### config.mk
export PLATFORM = sky130hd
export DESIGN_NAME = if_fetch_queue
export DESIGN_NICKNAME = d
export VERILOG_FILES = /design/src/rtl/if_fetch_queue.sv
export SDC_FILE = /design/constraint.sdc
export NUM_CORES = 1
export LEC_CHECK = 0
export CORE_UTILIZATION = 51
export CTS_CLUSTER_SIZE = 8
export DETAILED_ROUTE_END_ITERATION = 10
export PLACE_DENSITY = 0.79
export REMOVE_ABC_BUFFERS = 1
export SLEW_MARGIN = 20
export SYNTH_ARGS = -nofsm -noshare
export SYNTH_HDL_FRONTEND = slang
export SYNTH_SLANG_ARGS = --single-unit
### constraint.sdc
create_clock -name clk -period 4.2 [get_ports clk]
set_clock_uncertainty 0.1 [all_clocks]
set_input_delay 1.26 -clock clk [delete_from_list [all_inputs] [get_ports clk]]
set_output_delay 1.26 -clock clk [all_outputs]
set_load 0.01 [all_outputs]
### src/rtl/if_fetch_queue.sv
// Instruction-fetch front end: sequential PC generator, 1-cycle imem
// response capture, and a DEPTH-entry {pc, inst} queue drained by ID.
module if_fetch_queue #(
  parameter int              XLEN     = 32,
  parameter int              DEPTH    = 4,
  parameter logic [XLEN-1:0] RESET_PC = '0
) (
  input  logic                       clk,
  input  logic                       rst,
  output logic                       imem_req,
  output logic [XLEN-1:0]            imem_addr,
  input  logic [XLEN-1:0]            imem_rdata,
  input  logic                       redirect,
  input  logic [XLEN-1:0]            redirect_pc,
  output logic                       out_valid,
  input  logic                       out_ready,
  output logic [XLEN-1:0]            out_pc,
  output logic [XLEN-1:0]            out_inst,
  output logic [$clog2(DEPTH+1)-1:0] occupancy
);

  localparam int AW = $clog2(DEPTH);
  localparam int OW = $clog2(DEPTH + 1);
  localparam logic [OW:0] DEPTH_W = (OW + 1)'(DEPTH);

  typedef struct packed {
    logic [XLEN-1:0] pc;
    logic [XLEN-1:0] inst;
  } entry_t;

  entry_t          mem_q [DEPTH];
  logic [AW-1:0]   head_q;
  logic [AW-1:0]   tail_q;
  logic [OW-1:0]   count_q;
  logic [XLEN-1:0] fetch_pc_q;
  logic [XLEN-1:0] infl_pc_q;
  logic            infl_q;

  logic [OW:0]     credit;
  logic            push;
  logic            pop;
  logic            unused_pc_lsb;

  assign unused_pc_lsb = ^redirect_pc[1:0];

  // Outstanding request reserves a slot so a response never meets a full queue
  assign credit    = {1'b0, count_q} + {{OW{1'b0}}, infl_q};
  assign imem_req  = !rst && !redirect && (credit < DEPTH_W);
  assign imem_addr = fetch_pc_q;

  assign out_valid = (count_q != '0);
  assign occupancy = count_q;
  assign out_pc    = out_valid ? mem_q[head_q].pc   : '0;
  assign out_inst  = out_valid ? mem_q[head_q].inst : '0;

  assign push = infl_q && !redirect;
  assign pop  = out_valid && out_ready && !redirect;

  always_ff @(posedge clk) begin
    if (rst) begin
      fetch_pc_q <= RESET_PC;
      infl_q     <= 1'b0;
      infl_pc_q  <= '0;
      head_q     <= '0;
      tail_q     <= '0;
      count_q    <= '0;
    end else if (redirect) begin
      fetch_pc_q <= {redirect_pc[XLEN-1:2], 2'b00};
      infl_q     <= 1'b0;
      head_q     <= '0;
      tail_q     <= '0;
      count_q    <= '0;
    end else begin
      infl_q <= imem_req;
      if (imem_req) begin
        infl_pc_q  <= fetch_pc_q;
        fetch_pc_q <= fetch_pc_q + XLEN'(4);
      end
      if (push) tail_q <= tail_q + AW'(1);
      if (pop)  head_q <= head_q + AW'(1);
      unique case (1'b1)
        push && !pop: count_q <= count_q + OW'(1);
        pop && !push: count_q <= count_q - OW'(1);
        default: ;
      endcase
    end
  end

  always_ff @(posedge clk) begin
    if (!rst && push) begin
      mem_q[tail_q] <= '{pc: infl_pc_q, inst: imem_rdata};
    end
  end

endmodule
After elaboration in Yosys (flattened, before gate mapping)
Memories as Yosys holds them, arrays and structs flattened. A register that Yosys moved wholly into a read port is not among the register bits.
Cells that the tools add are included.
- input port bits: 68
- memories: 1
- memory bits (writable): 256
- output and inout bits: 101
- flip-flop bits (word level): 72
- word-level logic and storage cells: 42
- reductions and logical operators: 17
- bitwise gates (word level): 1
- order comparisons: 1
- mux-type cells: 9
- add/subtract/negate cells: 6
- memory list (name ; words ; bits a word ; read ports ; clocked after Yosys merged registers in ; wr ports ; line ; RTL):
    mem_q ; 4 ; 64 ; 1 ; 1 ; 1 ; 31 ; entry_t mem_q [DEPTH];
- operator list (kind ; number):
    two-way mux 32 bit ; 4
    adder 32 x 3 -> 32 bit, second input constant ; 1
    logical AND 1 bit ; 8
    case mux 3 bit (2 select lines) ; 1
    adder 2 x 1 -> 2 bit, second input constant ; 2
    adder 3 x 1 -> 4 bit ; 1
    logical NOT 1 bit ; 4
    less-than comparator 4 x 3 -> 1 bit, second input constant ; 1
    two-way mux 2 bit ; 2
    nonzero test 2 bit ; 2
    adder 3 x 1 -> 3 bit, second input constant ; 1
    nonzero test 3 bit ; 1
    subtractor 3 x 1 -> 3 bit, second input constant ; 1
    two-way mux 1 bit ; 2
    AND reduction 2 bit ; 1
    OR reduction 2 bit ; 1
    inverter 1 bit ; 1

Longest topological paths before layout
- word-level depth: 6
- gate-level depth with buffers: 11
- mapped depth without buffers: 8

Worst setup path after synthesis
No wires, ideal clock.
- path type: input port to flip-flop
- start point: input port redirect
- end point: memory mem_q[0][0] in the netlist's numbering (enable)
- setup slack: 0.435 ns
- arrival time: 3.238 ns
- stages on the path: 3
- data required time: 3.673 ns
- path buffers: 1
- setup time: 0.427 ns
- path through: clkbuf_1 nor2_1 and3_1
- cells in the longest elaborated chain, start to end: 5
- ends and longest elaborated chain (item ; line ; RTL):
    from (decl) ; 13 ; input logic redirect,
    logical NOT 1 bit ; 56 ; assign push = infl_q && !redirect;
    logical AND 1 bit ; 56 ;
    logical AND 1 bit ; 90 ; if (!rst && push) begin
    two-way mux 1 bit ; 90 ;
    two-way mux 1 bit (implied by the code) ; 91 ; mem_q[tail_q] <= '{pc: infl_pc_q, inst: imem_rdata};
    to (decl) ; 31 ;
No other way between the ends.

==> PnR_summary.wiki <==
{| class="wikitable"
! Metric !! Value
|-
| Result of the run || finished, final reports clean
|-
| Slew Viols, Final || 0
|-
| Via count of the routed design || 7825
|-
| Final routed DRC violation total || 0
|-
| Worst Reg2Reg Path Length in Cells || 8
|-
| Horizontal die dimension || 160 um
|-
| CTS Hold Bufs || 0
|-
| Arr. time, crit path || 2.70 ns
|-
| Via-to-Cell Ratio || 5.76
|-
| Share of synthesized flip-flops with an asynchronous set or reset || 0
|-
| Count of buffers added by post-CTS timing repair for setup || 0
|-
| Cell depth of the worst min-delay path || 2
|-
| Cell taking the most area after synthesis || sky130_fd_sc_hd__edfxtp_1
|-
| Max-slew headroom at the worst pin || 0.440
|-
| Most common flop cell mapped by yosys || sky130_fd_sc_hd__edfxtp_1
|-
| Critical path data required time || 2.84 ns
|-
| Count of distinct cell types in the synthesized netlist || 56
|-
| Critical-path maximum fanout || 21
|-
| Clock Sink Count || 318
|-
| GRT Total Usage || 0.222
|-
| Top library cells by usage in the layout, fill and taps aside || 248 x sky130_fd_sc_hd__edfxtp_1, 161 x sky130_fd_sc_hd__clkdlybuf4s50_1, 89 x sky130_fd_sc_hd__nand2_1
|-
| Average cell area after synthesis || 15.4 um^2
|-
| Site Rows || 57
|-
| Detail-routed net length per standard cell || 20.3 um
|-
| RSZ-0062 raised after global routing || no
|-
| Instance area after placement || 14800 um^2
|-
| Worst min-delay path class || reg2reg
|-
| Core Util, Final || 0.659
|-
| Pin count of the biggest net entering global routing || 69
|-
| Clock tree buffer depth || 3
|-
| Leading cell type in the layout, fill and taps excluded || sky130_fd_sc_hd__edfxtp_1
|-
| Ratio of final minimum period to clock period || 0.968
|-
| Total standard cell area after synthesis || 12800 um^2
|-
| Remaining global-route overflow || 0
|-
| Die Area || 25700 um^2
|-
| Clock transition time at the flip-flop clock pins of the worst setup and hold paths || 0.05 ns
|-
| Synth area leaders || sky130_fd_sc_hd__edfxtp_1 58%, sky130_fd_sc_hd__dfxtp_1 11%, sky130_fd_sc_hd__mux4_2 11%
|-
| Classification of the worst setup path || reg2out
|-
| Post-layout nets || 1082
|-
| Antenna diode instance count || 0
|-
| Final hold violation count || 0
|-
| Clock tree from TritonCTS || yes
|-
| Final Critical Period || 4.06 ns
|-
| Effective utilization at floorplan || 0.522
|-
| Cell area power density || 436 nW/um^2
|-
| Number of antenna violations at the first check in global routing || 0
|-
| Via count of the first global-routing pass || 7969
|-
| Latest clock arrival within the worst-skew pair || 0.52 ns
|-
| Cells after synthesis || 829
|-
| LEAKAGE || 5.35 nW
|-
| Number of antenna-violating nets in the routed design || 0
|-
| Total wire length after detailed routing || 27600 um
|-
| Die height || 160 um
|-
| Synthesis Warnings || 0
|-
| Wire length of the first global-routing pass || 43800 um
|-
| Port-buffer cells || 162
|-
| Detailed-router iteration count before antenna repair || 5
|-
| Area growth, synth to finish || 26.4%
|-
| Slew at the pin closest to its max-slew limit || 0.840 ns
|-
| Number of max-cap violations || 0
|-
| EDFF count, synth || 248
|-
| Clock H-tree levels || 2
|-
| Top cell type's share of synthesized area || 0.584
|-
| Final setup vio count || 0
|-
| Core box area || 24500 um^2
|-
| Boundary pin count || 169
|-
| CTS Root Cell || sky130_fd_sc_hd__clkbuf_16
|-
| Clock buffers created by TritonCTS || 45
|-
| Hpwl dp || 16300 um
|-
| Worst voltage drop across the vdd grid || 0.289 mV
|-
| Resize count post-CTS || 0
|-
| Final estimated routing congestion in global placement || 0.795
|-
| Sequential element share of the synthesized area || 0.693
|-
| Final-layout fill cell count || 1686
|-
| Total of flip-flops plus latches after synthesis || 318
|-
| Hold_ws || 0.391 ns
|-
| Initial detailed-routing violation count || 634
|-
| Fraction of layout cells with a size suffix above 1 || 0.143
|-
| Highest clock frequency the design can meet || 246 MHz
|-
| Overall Power || 7.03 mW
|-
| Critical path capture point type || output pin
|-
| Final Instance Area || 16100 um^2
|-
| CP Launch Type || flip-flop
|}
[cell usage after synthesis, drive strengths merged (2+ instances only)]
library cell	instances
o311ai	4
nor2	27
mux4	62
o31ai	2
and3	13
and4	6
a2111oi	4
nand4	12
inv	14
mux2i	2
xnor2	5
o221ai	2
ha	6
or4	8
edfxtp	248
nand4b	2
nand3	11
a311oi	8
a31oi	4
clkbuf	36
o21ai	7
o211ai	6
buf	20
nor3	12
and2	63
nand2	89
nor4	7
or3	10
dfxtp	70
a21oi	41
xor2	6
clkinv	2
a211oi	6
[metrics by stage]
stage,setup WS [ns],setup TNS [ns],std cells
4_1_cts,0.0333,0,1359
3_5_place_dp,0.325,0,1284
2_1_floorplan,-0.644,-39.90,776
3_3_place_gp,0.321,0,1284
6_report,0.136,0,1359
5_1_grt,0.00378,0,1359
[area by class of cell]
type	count	area, um^2	share of cell area
inverter	16	60.1	0.00372
clock buffer	74	1290	0.0798
clock inverter	1	8.76	0.000543
multi-input combinational	442	3650	0.226
sequential	318	8860	0.549
timing repair buffer	184	1860	0.115
tap	324	405	0.0251
[flip-flops by register name, summed over array words and instances (netlist names), named ones only]
register	cells
mem_q	248
tail_q	2
head_q	2
infl_pc_q	30
infl_q	1
imem_addr	30
occupancy	3
[routing by layer]
layer | track usage | share of wire | vias up
li1 | - | - | 3563
met2 | 0.360 | 0.49 | 333
met1 | 0.304 | 0.42 | 3874
met5 | 0 | 0 | -
met3 | 0.0408 | 0.068 | 55
met4 | 0.0732 | 0.022 | 0
[critical path: stages, from the launching register on]
cell                              delay (ns)
sky130_fd_sc_hd__dfxtp_4                0.64
sky130_fd_sc_hd__buf_4                  0.31
sky130_fd_sc_hd__mux4_2                 0.56
sky130_fd_sc_hd__and2_1                 0.18
sky130_fd_sc_hd__clkdlybuf4s50_1        0.48
[worst paths after layout]
kind,endpoint,slack (ns),from
min,infl_pc_q[12],0.39,infl_pc_q[12]
max reg2reg,occupancy[2],1.46,occupancy[0]
max,out_pc[10],0.14,flip-flop
min reg2reg,infl_pc_q[12],0.39,infl_pc_q[12]
[power by group]
group	switching (mW)	internal (mW)
registers	0.0572	3.43
logic	0.141	0.152
clock network	1.19	2.06
total	1.39	5.64
[kinds of logic (layout without fill, tap and decap cells)]
| family | count (synthesis) | after routing | synth area share |
|---|---|---|---|
| xor gates and xnor gates | 11 | 11 | 0.00755 |
| AOI/OAI and AO/OA | 92 | 92 | 0.0480 |
| adders and majority gates | 7 | 7 | 0.00745 |
| other | 1 | 4 | 0.000294 |
| buffers and inverters | 72 | 275 | 0.0237 |
| muxes | 64 | 64 | 0.111 |
| DFF | 318 | 318 | 0.693 |
| and+or+nand+nor | 264 | 264 | 0.108 |
No activity file was read; power rests on OpenSTA's default activity.
